--- src/rtl/instr_issuer.sv ---
// instr_issuer: sequences commands into held 10-bit words {op,field,addr}
// for a reg2mem block and returns LOAD results over a valid/ready channel.
// Ports: clk, rst (sync, active-high); cmd_valid/cmd_ready/cmd_op/
//   cmd_field/cmd_addr (command in); instruction (word out); res (load
//   result in); rsp_valid/rsp_ready/rsp_data (response out); busy.
// Option: define ISSUER_SKID_EN to add a one-entry command buffer so a
//   command can be accepted while a previous one is still in flight.
module instr_issuer #(
  parameter int HOLD_CYCLES = 2
) (
  input  logic       clk,
  input  logic       rst,
  input  logic       cmd_valid,
  output logic       cmd_ready,
  input  logic [1:0] cmd_op,
  input  logic [3:0] cmd_field,
  input  logic [3:0] cmd_addr,
  output logic [9:0] instruction,
  input  logic [3:0] res,
  output logic       rsp_valid,
  input  logic       rsp_ready,
  output logic [3:0] rsp_data,
  output logic       busy
);

  typedef enum logic [1:0] {
    IDLE,
    ISSUE,
    CAPTURE,
    RESP
  } state_t;

  // LOAD of address 0: harmless word presented whenever nothing is issued
  localparam logic [9:0] IDLE_WORD = 10'b1100000000;
  localparam logic [1:0] OP_LOAD   = 2'b11;
  localparam logic [3:0] HOLD_LAST = 4'(HOLD_CYCLES - 1);

  state_t     state;
  state_t     state_n;
  logic [3:0] hold_cnt;
  logic [3:0] hold_cnt_n;
  logic [9:0] instr_n;
  logic [3:0] data_n;
  logic [9:0] cmd_word;
  logic [9:0] start_word;
  logic       accept;
  logic       start;

  assign cmd_word  = {cmd_op, cmd_field, cmd_addr};
  assign accept    = cmd_valid & cmd_ready;
  assign rsp_valid = (state == RESP);
  assign busy      = (state != IDLE);

`ifdef ISSUER_SKID_EN
  logic       buf_vld;
  logic       buf_vld_n;
  logic [9:0] buf_word;
  logic [9:0] buf_word_n;

  assign cmd_ready = ~rst & ~buf_vld;
`else
  assign cmd_ready = ~rst & (state == IDLE);
`endif

  // Pick what (if anything) starts from IDLE this cycle
  always_comb begin
    start      = 1'b0;
    start_word = cmd_word;
`ifdef ISSUER_SKID_EN
    buf_vld_n  = buf_vld;
    buf_word_n = buf_word;
    if (state == IDLE && buf_vld) begin
      // buffered command has priority; cmd_ready is low so no new accept
      start      = 1'b1;
      start_word = buf_word;
      buf_vld_n  = 1'b0;
    end else if (accept) begin
      if (state == IDLE) begin
        start = 1'b1;
      end else begin
        buf_vld_n  = 1'b1;
        buf_word_n = cmd_word;
      end
    end
`else
    start = accept;
`endif
  end

  // Next-state and datapath next values
  always_comb begin
    state_n    = state;
    hold_cnt_n = hold_cnt;
    instr_n    = instruction;
    data_n     = rsp_data;
    unique case (state)
      IDLE: begin
        if (start) begin
          state_n    = ISSUE;
          instr_n    = start_word;
          hold_cnt_n = 4'd0;
        end else begin
          instr_n = IDLE_WORD;
        end
      end
      ISSUE: begin
        if (hold_cnt == HOLD_LAST) begin
          hold_cnt_n = 4'd0;
          if (instruction[9:8] == OP_LOAD) begin
            // keep the LOAD word one more cycle so res settles
            state_n = CAPTURE;
          end else begin
            state_n = IDLE;
            instr_n = IDLE_WORD;
          end
        end else begin
          hold_cnt_n = hold_cnt + 4'd1;
        end
      end
      CAPTURE: begin
        data_n  = res;
        state_n = RESP;
        instr_n = IDLE_WORD;
      end
      RESP: begin
        if (rsp_ready) begin
          state_n = IDLE;
        end
      end
      default: begin
        state_n = IDLE;
        instr_n = IDLE_WORD;
      end
    endcase
  end

  always_ff @(posedge clk) begin
    if (rst) begin
      state       <= IDLE;
      hold_cnt    <= 4'd0;
      instruction <= IDLE_WORD;
      rsp_data    <= 4'd0;
    end else begin
      state       <= state_n;
      hold_cnt    <= hold_cnt_n;
      instruction <= instr_n;
      rsp_data    <= data_n;
    end
  end

`ifdef ISSUER_SKID_EN
  always_ff @(posedge clk) begin
    if (rst) begin
      buf_vld  <= 1'b0;
      buf_word <= 10'd0;
    end else begin
      buf_vld  <= buf_vld_n;
      buf_word <= buf_word_n;
    end
  end
`endif

endmodule
--- config.mk ---
export PLATFORM = sky130hd
export DESIGN_NAME = instr_issuer
export DESIGN_NICKNAME = d
export VERILOG_FILES = /design/src/rtl/instr_issuer.sv
export SDC_FILE = /design/constraint.sdc
export NUM_CORES = 1
export LEC_CHECK = 0
export BUFFER_PORTS_ARGS = -buffer_cell sky130_fd_sc_hd__buf_4
export CORE_ASPECT_RATIO = 1.75
export CORE_UTILIZATION = 40
export DETAILED_ROUTE_END_ITERATION = 8
export PLACE_DENSITY = 0.66
export REMOVE_ABC_BUFFERS = 1
export SLEW_MARGIN = 20
export SYNTH_ARGS = -nofsm -noshare
export SYNTH_HDL_FRONTEND = slang
export SYNTH_SLANG_ARGS = --single-unit
--- constraint.sdc ---
create_clock -name clk -period 2.1 [get_ports clk]
set_input_delay 0 -clock clk [delete_from_list [all_inputs] [get_ports clk]]
set_output_delay 0 -clock clk [all_outputs]
set_load 0.02 [all_outputs]
==> impl_metrics.json, run 1 <==
{
  "outcome": "complete, no violations",
  "grt_pass1_vias": 914,
  "final_common_cell": "buf_4",
  "overflow": 0,
  "clock-sinks": 20,
  "diodes": 0,
  "preCtsSetupSlack_ns": 0.224,
  "cp_max_fo": 10,
  "clk_path_buf_depth": 2,
  "synthCells": 111,
  "via_per_inst": 4.99,
  "drive_gt1_share_pct": 26.5,
  "dp_hpwl_um": 1610,
  "syn_area_um2": 1030,
  "synthMuxAreaShare_pct": 15.7,
  "synth_top_family_by_area": "simple AND/OR/NAND/NOR gates",
  "place.gp.congestion": 0.724,
  "layout.cells.most_common_list": "34 x buf_4, 20 x dfxtp_1, 15 x mux2i_1, 12 x nand2_1, 12 x dlygate4sd3_1",
  "port_buffers": 34,
  "layout.nets": 182,
  "synth_xor_area_share_pct": 0,
  "synthAdderAreaFrac_pct": 9.72,
  "drc_errors": 0,
  "reg2reg_depth": 6,
  "dr_total_vias": 903,
  "hold_viol": 0,
  "nFillCells": 225,
  "io_pins": 35,
  "crit_cells": 6,
  "syn_area_per_cell_um2": 9.28,
  "relSlewSlack_pct": 62.6,
  "yosysSeqAreaShare_pct": 38.9,
  "htree_num_levels": 1,
  "fin_crit_sh_pct": 89.4,
  "drt_iter0_markers": 16,
  "required_ns": 2.23,
  "yosys_warnings": 0,
  "crit_top_cell": "inv_1",
  "ys_ff_latch": 20,
  "grt_max_degree": 28,
  "core_um2": 2460,
  "die-area_um2": 2790,
  "hold_path.class": "in -> reg",
  "grt_use_total_pct": 19.3,
  "synth_compound_area_share_pct": 8.02,
  "drv_cap": 0,
  "period_needed_ns": 1.88,
  "antenna_found_initial": 0,
  "critPathCaptureType": "flip-flop",
  "rsz0062_at_grt": "no",
  "critPathKind": "reg -> reg",
  "cpMaxStageDelayCell": "or3b_1",
  "arrival_ns": 2.00,
  "maxSlewViolCount": 0,
  "cts.clk_slew.worst_paths_ns": 0.08,
  "crit_family": "simple AND/OR/NAND/NOR gates",
  "numCtsBuffers": 3,
  "synth-simple-area-share_pct": 22.4,
  "yosysUniqueCellTypes": 26,
  "grt_first_pass_wirelength_um": 3890,
  "setup_viol": 0,
  "fin_tns_setup_ns": 0,
  "start_util_pct": 41.8,
  "setup_ws_ns": 0.222,
  "slowest_delay_ns": 0.61,
  "wl_um": 2250,
  "area_delta_synth_final_pct": 43.4,
  "cts-root-buf": "clkbuf_8",
  "fp.dieH_um": 69.1,
  "clock_latency_ns": 0.26,
  "die_x_um": 40.4,
  "placed_area_um2": 1280,
  "worst_clock_skew_ns": 0.00553,
  "p_leak_uw": 0.000655,
  "start_kind": "flip-flop",
  "path_cells": "inv_1 -> ha_1 -> inv_1 -> nor2_1 -> or3b_1 -> mux2i_1",
  "tightest_slew_ns": 0.562,
  "routedWlPerCell_um": 12.4,
  "fmax_mhz": 533,
  "power_density_nw_per_um2": 825,
  "first_pass_iters": 4,
  "stdcell_area_um2": 1480,
  "holdPathStages": 3,
  "crit_buf_inv": 2,
  "ir_drop_mv": 0.505,
  "cts_tree": "done",
  "drtAntennaViolNets": 0,
  "core.rowCount": 24
}
==> state kept, by name, indices dropped and copies added (netlist names), named ones only <==
register,cells
hold_cnt,4
rsp_data,4
instruction,10
state,1
==> final cells by class <==
| type | count | area [µm²] | share of cell area (%) |
|---|---|---|---|
| inverter | 6 | 22.5 | 1.53 |
| clock buffer | 3 | 41.3 | 2.80 |
| clock inverter | 1 | 30.0 | 2.03 |
| sequential | 20 | 400 | 27.1 |
| multi-input combinational | 79 | 574 | 38.9 |
| timing repair buffer | 46 | 375 | 25.4 |
| tap | 26 | 32.5 | 2.20 |
==> power by group <==
part	internal [µW]	switching [µW]	total [µW]
logic	188	205	393
clock network	254	126	381
registers	414	29.7	443
==> synthesized netlist by cell type <==
cell type   n  share of area [%]
a211o_1     1               0.85
a211oi_1    1               0.73
a21oi_1     1               0.49
and3b_1     1               0.85
buf_2       2               0.97
buf_6       1                1.1
clkbuf_1    3                1.1
dfxtp_1    20                 39
ha_1        8                9.7
inv_1       6                2.2
mux2_2      1                1.1
mux2i_1    15                 15
nand2_1    12                4.4
nand2b_1    9                5.5
nand3_1     2               0.97
nand3b_1    1               0.73
nor2_1     10                3.6
nor2b_1     5                3.0
nor3b_2     1                1.2
o21ai_0     2               0.97
o221a_2     1                1.1
o2bb2ai_1   1               0.85
o31ai_1     3                2.2
o32ai_1     1               0.85
or3_1       2                1.2
or3b_1      1               0.85
==> stage by stage <==
| stage | util (%) | instances | total power (µW) | hold WS [ns] |
|---|---|---|---|---|
| final | 60.0 | 181 | 1220 | 0.00313 |
| after detailed placement | 52.2 | 165 | 831 | 0.256 |
| after global placement | 52.2 | 165 | 819 | 0.233 |
| after CTS | 60.0 | 181 | 1230 | 0.00116 |
| after global routing | 60.0 | 181 | 1290 | 0.0141 |
| after floorplan | - | 105 | 698 | 0.0724 |
==> timing repair <==
item / in CTS / in global routing
hold buffers: 12 / 0
buffers inserted: 0 / 0
endpoints found under the hold margin: 12 / 0
gates resized for setup: 0 / 0
==> path summary, 6_finish.rpt <==
path | start | end | slack (ns)
hold reg to reg | instruction[2] | instruction[2] | 0.49
setup reg to reg | flip-flop | instruction[1] | 0.22
hold / removal | cmd_op[1] | instruction[9] | 0.003
setup / recovery | flip-flop | instruction[1] | 0.22
==> metal layers <==
metal / vias to the layer above / track usage, % / part of all wire, %
li1: 459 / - / -
met1: 418 / 21.4 / 37
met2: 20 / 33.2 / 58
met3: 6 / 2.89 / 3.2
met4: 0 / 8.15 / 1.8
met5: - / 0 / 0
==> logic make-up after synthesis <==
group | after synthesis
DFF | 20
buffers and inverters | 12
AOI/OAI and AO/OA | 11
muxes | 16
and+or+nand+nor | 44
adders and majority gates | 8
==> worst reg2reg max path, cell delays in order, from the launching register on <==
cell and delay, ns:
dfxtp_1 0.40, inv_1 0.11, ha_1 0.27, inv_1 0.10, nor2_1 0.06, or3b_1 0.61, mux2i_1 0.21
Power figures use the tool's default switching activity.
==> inputs of run 2 (changes only) <==
--- a/config.mk
+++ b/config.mk
@@ -6,10 +6,9 @@
 export NUM_CORES = 1
 export LEC_CHECK = 0
 export BUFFER_PORTS_ARGS = -buffer_cell sky130_fd_sc_hd__buf_4
-export CORE_ASPECT_RATIO = 1.75
-export CORE_UTILIZATION = 40
+export CORE_UTILIZATION = 48
 export DETAILED_ROUTE_END_ITERATION = 8
-export PLACE_DENSITY = 0.66
+export PLACE_DENSITY = 0.77
 export REMOVE_ABC_BUFFERS = 1
 export SLEW_MARGIN = 20
 export SYNTH_ARGS = -nofsm -noshare
==> impl_metrics.json, run 2 (synthesized netlist as in run 1, its figures left out) <==
{
  "outcome": "complete, no violations",
  "layout.cells.most_common_list": "34 x buf_4, 20 x dfxtp_1, 15 x mux2i_1, 14 x dlygate4sd3_1, 12 x nand2_1",
  "p_sw_share_pct": 34.1,
  "cp-endpoint": "instruction[6]",
  "placed_cells": 166,
  "power_density_nw_per_um2": 702,
  "core.rowCount": 16,
  "largest_reg_flops": 10,
  "cts-root-buf": "clkbuf_4",
  "diodes": 0,
  "drtAntennaViolNets": 0,
  "dp_hpwl_um": 1490,
  "nFillCells": 147,
  "final_util_pct": 73.1,
  "drive_gt1_share_pct": 25.6,
  "p_seq_share_pct": 43.5,
  "core_um2": 1980,
  "cts_tree": "done",
  "setup_viol": 0,
  "fin_tns_setup_ns": 0,
  "fmax_mhz": 541,
  "dr_total_vias": 906,
  "start_kind": "flip-flop",
  "ir_drop_mv": 0.410,
  "area_delta_synth_final_pct": 40.7,
  "setup_ws_ns": 0.252,
  "postCtsSetupBuffers": 0,
  "critPathKind": "reg -> reg",
  "post_cts_resized": 0,
  "whs_ns": 0.0510,
  "maxSlewViolCount": 0,
  "cts_hold_buf": 14,
  "die_x_um": 48.3,
  "fin_cells": 183,
  "first_pass_iters": 4,
  "relSlewSlack_pct": 63.4,
  "clock_latency_ns": 0.29,
  "port_buffers": 34,
  "drt_iter0_markers": 10,
  "fin_crit_sh_pct": 88.0,
  "preCtsSetupSlack_ns": 0.255,
  "via_per_inst": 4.95,
  "fp.dieH_um": 48.3,
  "critPathCaptureType": "flip-flop",
  "layout.nets": 184,
  "io_pins": 35,
  "overflow": 0,
  "power.internal_uw": 671,
  "wl_um": 2220,
  "cts.clk_slew.worst_paths_ns": 0.11,
  "grt_first_pass_wirelength_um": 3830,
  "final_common_cell": "buf_4",
  "worst_clock_skew_ns": 0.00398,
  "arrival_ns": 2.02,
  "hold_viol": 0,
  "clock-sinks": 20,
  "p_leak_uw": 0.000641,
  "period_needed_ns": 1.85,
  "rr_endpoint": "instruction[6]",
  "rsz0062_at_grt": "no",
  "start_util_pct": 52.0,
  "grt_max_degree": 28,
  "grt_use_total_pct": 20.9,
  "die-area_um2": 2330,
  "clkPwrFrac_pct": 17.5,
  "combPwrFrac_pct": 39.0,
  "hold_path.class": "in -> reg",
  "cp_max_fo": 10,
  "htree_num_levels": 1,
  "p_sw_uw": 346,
  "routedWlPerCell_um": 12.1,
  "r2r_setup_slack_ns": 0.25,
  "grt_pass1_vias": 877,
  "required_ns": 2.27,
  "place.gp.congestion": 0.866,
  "numCtsBuffers": 3,
  "antenna_found_initial": 0,
  "regMostFlops": "instruction",
  "reg2reg_depth": 6,
  "drv_cap": 0,
  "reg_top3": "instruction x10, hold_cnt x4, rsp_data x4",
  "tightest_slew_ns": 0.548,
  "clk_path_buf_depth": 2,
  "drc_errors": 0
}
==> run 2: cell count changes in the layout (fill, tap and decap cells not counted) <==
cell	previous run	this run
bufinv_16	1	0
clkbuf_4	0	3
clkbuf_8	3	0
dlygate4sd3_1	12	14
==> run 2: per-layer routing <==
layer | share of wire [%] | vias up | track usage [%]
met5 | 0 | - | 0
met4 | 0.63 | 0 | 5.88
met3 | 4.8 | 2 | 4.72
met2 | 50 | 25 | 36.6
met1 | 45 | 417 | 25.5
li1 | - | 462 | -
==> run 2: worst min path at each step <==
stage | start | end | slack, ns | cells past startpoint
6_report | rst | rsp_data[1] | 0.05 | 2
5_1_grt | rst | rsp_data[1] | 0.05 | 2
4_1_cts | rst | rsp_data[2] | 0.04 | 2
3_5_place_dp | res[0] | rsp_data[0] | 0.25 | 3
3_3_place_gp | res[0] | rsp_data[0] | 0.24 | 3
2_1_floorplan | rst | rsp_data[0] | 0.07 | 1
==> run 2: final cells by class <==
cell class	count	area, µm²	share of cell area [%]
Clock buffer	3	22.5	1.55
Inverter	6	22.5	1.55
Multi-Input combinational cell	79	574	39.6
Sequential cell	20	400	27.6
Tap cell	27	33.8	2.33
Timing Repair Buffer	48	395	27.3
==> run 2: per-stage QoR <==
step	instance area [µm²]	total power (µW)
floorplan	997	698
global placement	1290	815
detailed placement	1290	825
CTS	1450	1030
global route	1450	1080
finish	1450	1020
==> run 2: worst max-delay path, cell delays in order, from the launching register on <==
cell and delay, ns:
dfxtp_1 0.40, inv_1 0.10, ha_1 0.27, inv_1 0.10, nor2_1 0.05, or3b_1 0.60, mux2i_1 0.20
==> run 2: power by group through the flow <==
| stage | Sequential (µW) | Clock (µW) | Combinational [µW] |
|---|---|---|---|
| final | 443 | 178 | 396 |
| after global routing | 449 | 201 | 430 |
| after CTS | 442 | 186 | 398 |
| after detailed placement | 450 | 0 | 375 |
| after global placement | 449 | 0 | 366 |
| after floorplan | 477 | 0 | 221 |
